### config.mk
export PLATFORM = sky130hd
export DESIGN_NAME = bp_update_queue
export DESIGN_NICKNAME = d
export VERILOG_FILES = /design/src/rtl/bp_update_queue.sv
export SDC_FILE = /design/constraint.sdc
export NUM_CORES = 1
export LEC_CHECK = 0
export ABC_AREA = 1
export CORE_MARGIN = 10
export CORE_UTILIZATION = 25
export DETAILED_ROUTE_END_ITERATION = 6
export PLACE_DENSITY = 0.56
export SYNTH_ARGS = -nofsm -noshare
export SYNTH_HDL_FRONTEND = slang
export SYNTH_SLANG_ARGS = --single-unit
### constraint.sdc
create_clock -name clk -period 6.8 [get_ports clk]
set_input_delay 0.68 -clock clk [delete_from_list [all_inputs] [get_ports clk]]
set_output_delay 0.68 -clock clk [all_outputs]
set_load 0.01 [all_outputs]
### src/rtl/bp_update_queue.sv
// Ordered queue of resolved branch outcomes from two resolution slots, drained one per cycle to the predictor.
// Optional counters are built when BP_UPD_STATS_EN is defined; otherwise the stat ports are tied to zero.
module bp_update_queue #(
    parameter int PC_WIDTH = 32,
    parameter int DEPTH    = 4
) (
    input  logic                clk,
    input  logic                reset,
    input  logic                flush,
    input  logic                req0_valid,
    output logic                req0_ready,
    input  logic [PC_WIDTH-1:0] req0_pc,
    input  logic                req0_taken,
    input  logic [PC_WIDTH-1:0] req0_target,
    input  logic                req1_valid,
    output logic                req1_ready,
    input  logic [PC_WIDTH-1:0] req1_pc,
    input  logic                req1_taken,
    input  logic [PC_WIDTH-1:0] req1_target,
    output logic                update_valid,
    output logic [PC_WIDTH-1:0] update_pc,
    output logic                update_taken,
    output logic [PC_WIDTH-1:0] update_target,
    output logic [31:0]         stat_updates,
    output logic [31:0]         stat_taken,
    output logic [31:0]         stat_full_cycles
);

    localparam int PW = (DEPTH > 1) ? $clog2(DEPTH) : 1;
    localparam int CW = PW + 1;
    localparam logic [CW-1:0] LIM0 = CW'(DEPTH - 1);
    localparam logic [CW-1:0] LIM1 = CW'(DEPTH - 2);
    localparam logic [CW-1:0] FULL = CW'(DEPTH);

    logic [PC_WIDTH-1:0] pc_q     [DEPTH];
    logic [PC_WIDTH-1:0] target_q [DEPTH];
    logic [DEPTH-1:0]    taken_q;

    logic [PW-1:0] head_q, head_d;
    logic [PW-1:0] tail_q, tail_d;
    logic [CW-1:0] count_q, count_d;
    logic [PW-1:0] wr1_idx;
    logic          push0, push1, pop;

    // Ready looks only at the registered count, so a same-cycle pop never frees space.
    assign req0_ready   = !reset && !flush && (count_q <= LIM0);
    assign req1_ready   = !reset && !flush && (count_q <= LIM1);
    assign update_valid = !reset && !flush && (count_q != '0);

    assign update_pc     = pc_q[head_q];
    assign update_taken  = taken_q[head_q];
    assign update_target = target_q[head_q];

    always_comb begin
        push0   = req0_valid && req0_ready;
        push1   = req1_valid && req1_ready;
        pop     = update_valid;
        wr1_idx = push0 ? tail_q + PW'(1) : tail_q;
        head_d  = head_q + PW'(pop);
        tail_d  = tail_q + PW'(push0) + PW'(push1);
        count_d = count_q + CW'(push0) + CW'(push1) - CW'(pop);
        if (flush) begin
            head_d  = '0;
            tail_d  = '0;
            count_d = '0;
        end
    end

    always_ff @(posedge clk) begin
        if (reset) begin
            head_q  <= '0;
            tail_q  <= '0;
            count_q <= '0;
        end else begin
            head_q  <= head_d;
            tail_q  <= tail_d;
            count_q <= count_d;
        end
    end

    // Entry storage carries no reset; contents are only meaningful below count.
    always_ff @(posedge clk) begin
        if (push0) begin
            pc_q[tail_q]     <= req0_pc;
            taken_q[tail_q]  <= req0_taken;
            target_q[tail_q] <= req0_target;
        end
        if (push1) begin
            pc_q[wr1_idx]     <= req1_pc;
            taken_q[wr1_idx]  <= req1_taken;
            target_q[wr1_idx] <= req1_target;
        end
    end

`ifdef BP_UPD_STATS_EN
    logic [31:0] stat_upd_q, stat_tkn_q, stat_full_q;

    always_ff @(posedge clk) begin
        if (reset) begin
            stat_upd_q  <= '0;
            stat_tkn_q  <= '0;
            stat_full_q <= '0;
        end else begin
            if (pop) stat_upd_q <= stat_upd_q + 32'd1;
            if (pop && update_taken) stat_tkn_q <= stat_tkn_q + 32'd1;
            if (count_q == FULL) stat_full_q <= stat_full_q + 32'd1;
        end
    end

    assign stat_updates     = reset ? '0 : stat_upd_q;
    assign stat_taken       = reset ? '0 : stat_tkn_q;
    assign stat_full_cycles = reset ? '0 : stat_full_q;
`else
    assign stat_updates     = '0;
    assign stat_taken       = '0;
    assign stat_full_cycles = '0;
`endif

endmodule

==> results.json, run 1 <==
{
  "startpoint": "head_q[0]$_SDFF_PP0_",
  "mostFrequentLayoutCell": "nand2_1",
  "place.gp.congestion": 0.7786,
  "syn_inst": 1712,
  "tightestPinTransition_ns": 1.221,
  "drt_iter0_drc": 1132,
  "cts_tree": "yes",
  "nets": 1958,
  "multiInputGateArea_mm2": 0.006056,
  "post_synth_num_cell_types": 29,
  "grt_pass1_wl_um": 81060,
  "core_area_mm2": 0.06013,
  "postRouteAntennaNets": 0,
  "hold_viol_final": 0,
  "vdd_drop_max_mv": 0.1328,
  "clkSlewWorstSetupHoldPaths_ns": 0.05,
  "synth_area_mm2": 0.01511,
  "fin_cells": 2616,
  "fill_cells": 6243,
  "gr-usage-all-layers_pct": 14.94,
  "clk_path_buf_depth": 3,
  "final_cell_mix": "530 x nand2_1, 268 x nand4_1, 256 x edfxtp_1",
  "placementRows": 90,
  "clockRootBuffer": "clkbuf_16",
  "dr.pass1.iters": 5,
  "wirelength_um": 54570,
  "dp_hpwl_um": 30480,
  "drv_slew": 0,
  "startpoint_type": "flop",
  "power_density_mw_per_mm2": 225.5,
  "syn_area_per_cell_um2": 8.823,
  "synth_seq_cells": 267,
  "holdBufCountCts": 0,
  "required_ns": 6.12,
  "total_leakage_power_nw": 7.101,
  "io_pins": 299,
  "cts_made_buffers": 34,
  "cts.sinks": 267,
  "clock_latency_ns": 0.54,
  "dp_cells": 2558,
  "cts_setup_buffers": 0,
  "antenna_found_initial": 4,
  "slew_headroom_pct": 18.60,
  "ctsResizeCount": 0,
  "cap_viol_max_count": 0,
  "min_from": "taken_q[1]$_DFF_P_",
  "r2r-start": "count_q[2]$_SDFF_PP0_",
  "syn_to_final_growth_pct": 20.86,
  "cp-end-kind": "output pin",
  "clock.fmax_mhz": 236.7,
  "status": "complete, no violations",
  "start_util_pct": 25.12,
  "utilization_pct": 30.36,
  "drcViolationCount": 0,
  "hold_class": "flop to flop",
  "rsz0062_at_grt": "no",
  "grt_pass1_vias": 13012,
  "dieHeight_um": 265.8,
  "cp_max_fo": 82,
  "post-route-period-util_pct": 62.13,
  "critical_path_class": "flop to output pin",
  "grt_overflow_total": 0,
  "numPortBuffers": 202,
  "vias": 13122,
  "die_w_um": 265.8,
  "grt_max_degree": 105,
  "setup_viol": 0,
  "seqCellArea_mm2": 0.007915,
  "period_minus_slack_ns": 4.225,
  "via_per_inst": 5.016,
  "fp.dieArea_mm2": 0.07066,
  "arrival_ns": 3.54,
  "wl_per_cell_um": 20.86,
  "yosys_warnings": 0,
  "drive_gt1_share_pct": 4.965,
  "setup_tns_ns": 0,
  "synth-seq-area-share_pct": 52.35,
  "fin_skew_ns": 0.02129,
  "cts.htree.levels": 2
}
power breakdown:
part	switching [mW]	leakage, nW	total, mW	internal (mW)
clock network	0.705	0.505	1.73	1.02
registers	0.0119	2.42	1.87	1.85
logic	0.335	4.18	0.525	0.190
total	1.05	7.10	4.12	3.07
layer usage:
| metal | up-vias | track usage, % | part of all wire, % |
|---|---|---|---|
| met5 | - | 0 | 0.038 |
| met4 | 4 | 4.648 | 2.1 |
| met3 | 77 | 3.165 | 7.7 |
| met2 | 571 | 26.01 | 50 |
| met1 | 6376 | 18.15 | 40 |
| li1 | 6094 | - | - |
cells in the mapped netlist (all sizes together):
master	instances	area share, %
nand2	535	13
a21oi	1	0.033
o22ai	65	2.7
dfxtp	11	1.5
and2	1	0.041
o21ai	139	4.6
inv	22	0.55
xor2	1	0.058
buf	208	8.9
nor2	138	3.5
clkbuf	46	1.1
a31oi	1	0.041
xnor2	1	0.058
fa	3	0.40
ha	8	0.66
nand3	6	0.33
o21bai	1	0.050
conb	1	0.025
edfxtp	256	51
nand4	268	11
layout make-up:
| class | count | share of cell area, % |
|---|---|---|
| Inverter | 22 | 0.4660 |
| Tap cell | 782 | 5.359 |
| Clock inverter | 11 | 0.4454 |
| Sequential cell | 267 | 43.35 |
| Multi-Input combinational cell | 1264 | 33.17 |
| Antenna cell | 1 | 0.01371 |
| Timing Repair Buffer | 223 | 11.94 |
| Clock buffer | 46 | 5.256 |
worst paths after layout:
kind                               endpoint  slack, ns  cells past startpoint
setup / recovery              update_pc[15]       2.58                      5
hold / removal           taken_q[1]$_DFF_P_       0.56                      4
setup reg to reg  target_q[2][29]$_DFFE_PP_       3.00                     10
hold reg to reg          taken_q[1]$_DFF_P_       0.56                      4
stage by stage:
step           hold WS (ns)  power [mW]  setup slack, ns  cell area [um^2]
4_1_cts              0.5555       4.174            2.422             18260
6_report             0.5621       4.117            2.575             18260
3_5_place_dp         0.5483       2.424            2.394             17210
3_3_place_gp         0.5589       2.418            2.426             17210
2_1_floorplan        0.5259       2.206            2.256             15460
5_1_grt              0.6003       4.291            2.321             18260
critical path: stages, from the launching register on:
cell	delay (ns)
dfxtp_4	0.56
inv_4	0.79
buf_4	0.62
o21ai_0	0.16
o22ai_1	0.24
clkdlybuf4s50_1	0.59
flip-flops by register name (all words and copies together), names as in the netlist:
register  count
tail_q        2
pc_q        128
taken_q       4
target_q    128
count_q       3
head_q        2
cell families (layout without fill, tap and decap cells):
logic type               count (synthesis)  after routing  share of synthesized area (%)
buffers and inverters                  276            302                          10.64
adder cells (fa/ha/maj)                 11             11                          1.060
AO/OA/AOI/OAI                          207            207                          7.422
flip-flops                             267            267                          52.35
other                                    1             97                        0.02483
AND/OR/NAND/NOR                        948            948                          28.39
XOR/XNOR                                 2              2                         0.1160
No activity file was read; power rests on OpenSTA's default activity.
==> run 2: changes to the inputs <==
--- a/config.mk
+++ b/config.mk
@@ -9,7 +9,7 @@
 export CORE_MARGIN = 10
 export CORE_UTILIZATION = 25
 export DETAILED_ROUTE_END_ITERATION = 6
-export PLACE_DENSITY = 0.56
+export PLACE_DENSITY = 0.57
 export SYNTH_ARGS = -nofsm -noshare
 export SYNTH_HDL_FRONTEND = slang
 export SYNTH_SLANG_ARGS = --single-unit
==> constraint.sdc (replaced) <==
create_clock -name clk -period 3.57 [get_ports clk]
set_input_delay 0.357 -clock clk [delete_from_list [all_inputs] [get_ports clk]]
set_output_delay 0.357 -clock clk [all_outputs]
set_load 0.01 [all_outputs]
==> results.json, run 2 (synthesized netlist as in run 1, its figures left out) <==
{
  "grt_pass1_vias": 13148,
  "rsz0062_at_grt": "no",
  "placementRows": 90,
  "vdd_drop_max_mv": 0.3118,
  "wl_per_cell_um": 20.06,
  "comb_power_share_pct": 13.1,
  "grt_overflow_total": 0,
  "tightestPinTransition_ns": 0.9412,
  "dp_hpwl_um": 30990,
  "numPortBuffers": 202,
  "power_density_mw_per_mm2": 422.4,
  "reg_top3": "pc_q (128), target_q (128), taken_q (4)",
  "drv_slew": 0,
  "grt_pass1_wl_um": 79470,
  "fin_skew_ns": 0.007350,
  "wirelength_um": 52610,
  "cts_setup_buffers": 0,
  "required_ns": 3.21,
  "critical_path_class": "flop to output pin",
  "arrival_ns": 2.72,
  "slew_headroom_pct": 37.25,
  "syn_to_final_growth_pct": 22.67,
  "place.gp.congestion": 0.7841,
  "nets": 1966,
  "vias": 13180,
  "total_leakage_power_nw": 7.216,
  "fp.dieArea_mm2": 0.07066,
  "die_w_um": 265.8,
  "io_pins": 299,
  "cp_max_fo": 50,
  "hold_ws_ns": 0.4786,
  "cts.htree.levels": 1,
  "switchingPower_mw": 1.989,
  "seqCellArea_mm2": 0.007913,
  "setup_viol": 0,
  "core_area_mm2": 0.06013,
  "clkSlewWorstSetupHoldPaths_ns": 0.06,
  "start_util_pct": 25.12,
  "drcViolationCount": 0,
  "clk_path_buf_depth": 3,
  "clkPwrFrac_pct": 41.5,
  "antenna_found_initial": 4,
  "hold_class": "primary input to flop",
  "final_cell_mix": "530 x nand2_1, 268 x nand4_1, 256 x edfxtp_1",
  "cts.sinks": 267,
  "pre_cts_slack_ns": 0.6122,
  "multiInputGateArea_mm2": 0.006056,
  "cp-end-kind": "output pin",
  "cts_tree": "yes",
  "clockRootBuffer": "clkbuf_16",
  "mostFrequentLayoutCell": "nand2_1",
  "cts_made_buffers": 31,
  "drive_gt1_share_pct": 5.438,
  "utilization_pct": 30.82,
  "swShare_pct": 25.41,
  "clock.fmax_mhz": 324.8,
  "drt_iter0_drc": 1025,
  "setup_tns_ns": 0,
  "ctsResizeCount": 0,
  "via_per_inst": 5.027,
  "gr-usage-all-layers_pct": 14.27,
  "post-route-period-util_pct": 86.23,
  "p_int_mw": 5.839,
  "dr.pass1.iters": 5,
  "period_minus_slack_ns": 3.078,
  "cap_viol_max_count": 0,
  "dieHeight_um": 265.8,
  "clock_latency_ns": 0.58,
  "holdBufCountCts": 0,
  "startpoint_type": "flop",
  "postLayoutSetupSlackWorst_ns": 0.4916,
  "grt_max_degree": 193,
  "postRouteAntennaNets": 0,
  "fill_cells": 6304,
  "hold_viol_final": 0,
  "p_seq_share_pct": 45.4,
  "status": "complete, no violations"
}
## run 2: changes by cell type in the layout (fill, tap and decap cells not counted), sizes merged
| cell | previous run | this run |
|---|---|---|
| buf | 21 | 32 |
| bufinv | 1 | 5 |
| clkbuf | 46 | 34 |
| clkinv | 8 | 11 |
| clkinvlp | 2 | 1 |
| inv | 22 | 23 |
## run 2: path summary, 6_finish.rpt
| kind | startpoint | to | slack [ns] | depth (start not counted) |
|---|---|---|---|---|
| worst max-delay path | head_q[0]$_SDFF_PP0_ | update_target[9] | 0.49 | 5 |
| worst min-delay path | req1_taken | taken_q[1]$_DFF_P_ | 0.48 | 3 |
| worst max register to register | tail_q[0]$_SDFF_PP0_ | target_q[0][29]$_DFFE_PP_ | 0.80 | 8 |
| worst min register to register | taken_q[3]$_DFF_P_ | taken_q[3]$_DFF_P_ | 0.57 | 4 |
## run 2: layout make-up
type	count	area share (%)
Antenna cell	1	0.01350
Tap cell	782	5.280
Sequential cell	267	42.70
Clock buffer	34	4.247
Multi-Input combinational cell	1264	32.68
Inverter	22	0.4591
Timing Repair Buffer	234	13.42
Clock inverter	18	1.195
## run 2: layer usage
metal	part of all wire [%]	GRT usage (%)	routed length, um
met1	42	17.91	21970
met2	48	23.90	25050
met3	8.3	3.359	4362
met4	2.3	4.355	1208
met5	0.051	0	27
## run 2: through the flow
step | total power [mW] | instances | cell area [um^2]
floorplan | 4.201 | 1807 | 15460
global placement | 4.625 | 2569 | 17520
detailed placement | 4.638 | 2569 | 17520
CTS | 7.882 | 2621 | 18530
global route | 8.111 | 2621 | 18530
finish | 7.827 | 2622 | 18530
## run 2: power groups by stage
stage	registers (mW)	clock network [mW]	logic, mW
after detailed placement	3.62	0	1.02
after floorplan	3.62	0	0.583
after CTS	3.55	3.31	1.03
after global placement	3.62	0	1.01
after global routing	3.55	3.43	1.13
final	3.55	3.25	1.03
## run 2: worst max-delay path, cell delays in order (launching register included)
cell             delay [ns]
dfxtp_4                0.46
inv_4                  0.34
buf_12                 0.27
o21ai_0                0.12
o22ai_1                0.27
clkdlybuf4s50_1        0.62
==> run 3: changes to the inputs <==
--- a/config.mk
+++ b/config.mk
@@ -8,6 +8,7 @@
 export ABC_AREA = 1
 export CORE_MARGIN = 10
 export CORE_UTILIZATION = 25
+export CTS_CLUSTER_SIZE = 16
 export DETAILED_ROUTE_END_ITERATION = 6
 export PLACE_DENSITY = 0.57
 export SYNTH_ARGS = -nofsm -noshare
==> results.json, run 3 (synthesized netlist as in run 1, its figures left out) <==
{
  "total_leakage_power_nw": 7.219,
  "fp.dieArea_mm2": 0.07066,
  "gr-usage-all-layers_pct": 14.29,
  "drv_slew": 0,
  "clock.fmax_mhz": 325.4,
  "status": "complete, no violations",
  "drive_gt1_share_pct": 5.429,
  "finalInstanceArea_mm2": 0.01854,
  "mostFrequentLayoutCell": "nand2_1",
  "io_pins": 299,
  "arrival_ns": 2.72,
  "clkSlewWorstSetupHoldPaths_ns": 0.06,
  "utilization_pct": 30.83,
  "tightestPinTransition_ns": 0.9032,
  "holdBufCountCts": 0,
  "via_per_inst": 4.987,
  "wl_per_cell_um": 20.08,
  "cts.htree.levels": 1,
  "placed_area_mm2": 0.01752,
  "grt_overflow_total": 0,
  "cap_viol_max_count": 0,
  "die_w_um": 265.8,
  "cp-end-kind": "output pin",
  "cts.sinks": 267,
  "pre_cts_slack_ns": 0.6122,
  "grt_max_degree": 193,
  "clk_path_buf_depth": 3,
  "final_cell_mix": "530 x nand2_1, 268 x nand4_1, 256 x edfxtp_1",
  "seqCellArea_mm2": 0.007913,
  "postLayoutSetupSlackWorst_ns": 0.4965,
  "vias": 13096,
  "reg_top3": "pc_q (128), target_q (128), taken_q (4)",
  "critical_path_class": "flop to output pin",
  "ctsResizeCount": 0,
  "setup_tns_ns": 0,
  "startpoint_type": "flop",
  "dieHeight_um": 265.8,
  "cts_setup_buffers": 0,
  "vdd_drop_max_mv": 0.2990,
  "placementRows": 90,
  "hold_class": "primary input to flop",
  "clkPwrFrac_pct": 41.5,
  "drcViolationCount": 0,
  "hold_viol_final": 0,
  "period_minus_slack_ns": 3.074,
  "dp_hpwl_um": 30990,
  "multiInputGateArea_mm2": 0.006056,
  "clock_latency_ns": 0.58,
  "nets": 1966,
  "slew_headroom_pct": 39.79,
  "fin_skew_ns": 0.006784,
  "dr.pass1.iters": 5,
  "fill_cells": 6299,
  "cts_tree": "yes",
  "postRouteAntennaNets": 0,
  "comb_power_share_pct": 13.1,
  "antenna_found_initial": 3,
  "drt_iter0_drc": 1068,
  "setup_viol": 0,
  "numPortBuffers": 202,
  "cp_max_fo": 50,
  "rsz0062_at_grt": "no",
  "required_ns": 3.21,
  "start_util_pct": 25.12,
  "cts_made_buffers": 31,
  "wirelength_um": 52740,
  "grt_pass1_vias": 13149,
  "switchingPower_mw": 1.988,
  "p_seq_share_pct": 45.4,
  "swShare_pct": 25.38,
  "clockRootBuffer": "clkbuf_16",
  "power_density_mw_per_mm2": 422.3,
  "p_int_mw": 5.843,
  "power_mw": 7.830,
  "syn_to_final_growth_pct": 22.74,
  "post-route-period-util_pct": 86.09,
  "place.gp.congestion": 0.7841,
  "core_area_mm2": 0.06013,
  "grt_pass1_wl_um": 79570
}
## run 3: changes by cell type in the layout (fill, tap and decap cells not counted), sizes merged
cell | previous run | this run
diode | 1 | 2
clkbuf | 34 | 35
inv | 23 | 22
clkinv | 11 | 14
## run 3: worst paths after layout
| path | startpoint | end | slack, ns | cells past startpoint |
|---|---|---|---|---|
| setup / recovery | head_q[0]$_SDFF_PP0_ | update_target[9] | 0.50 | 5 |
| hold / removal | req1_taken | taken_q[1]$_DFF_P_ | 0.48 | 3 |
| setup reg to reg | tail_q[0]$_SDFF_PP0_ | target_q[1][3]$_DFFE_PP_ | 0.80 | 8 |
| hold reg to reg | taken_q[3]$_DFF_P_ | taken_q[3]$_DFF_P_ | 0.57 | 4 |
## run 3: critical path: stages (launching register included)
cell             delay, ns
dfxtp_4               0.46
inv_4                 0.34
buf_12                0.27
o21ai_0               0.12
o22ai_1               0.27
clkdlybuf4s50_1       0.62
## run 3: area by class of cell
cell class	count	share of cell area [%]
Clock buffer	35	4.265
Inverter	22	0.4589
Timing Repair Buffer	234	13.42
Tap cell	782	5.277
Antenna cell	2	0.02699
Clock inverter	20	1.215
Multi-Input combinational cell	1264	32.66
Sequential cell	267	42.68
## run 3: through the flow
step	hold slack (ns)	std cells
after global placement	0.5676	2569
after global routing	0.4942	2624
after floorplan	0.5180	1807
after CTS	0.4480	2624
after detailed placement	0.5636	2569
final	0.4776	2626
## run 3: power by group through the flow
stage / logic (mW) / clock network (mW) / registers, mW
final: 1.03 / 3.25 / 3.55
after global routing: 1.13 / 3.44 / 3.55
after CTS: 1.03 / 3.31 / 3.55
after detailed placement: 1.02 / 0 / 3.62
after global placement: 1.01 / 0 / 3.62
after floorplan: 0.583 / 0 / 3.62
## run 3: per-layer routing
metal / track usage, % / part of all wire [%]
met5: 0 / 0.025
met3: 3.303 / 8.0
met2: 23.96 / 48
met1: 17.98 / 42
met4: 4.262 / 2.1
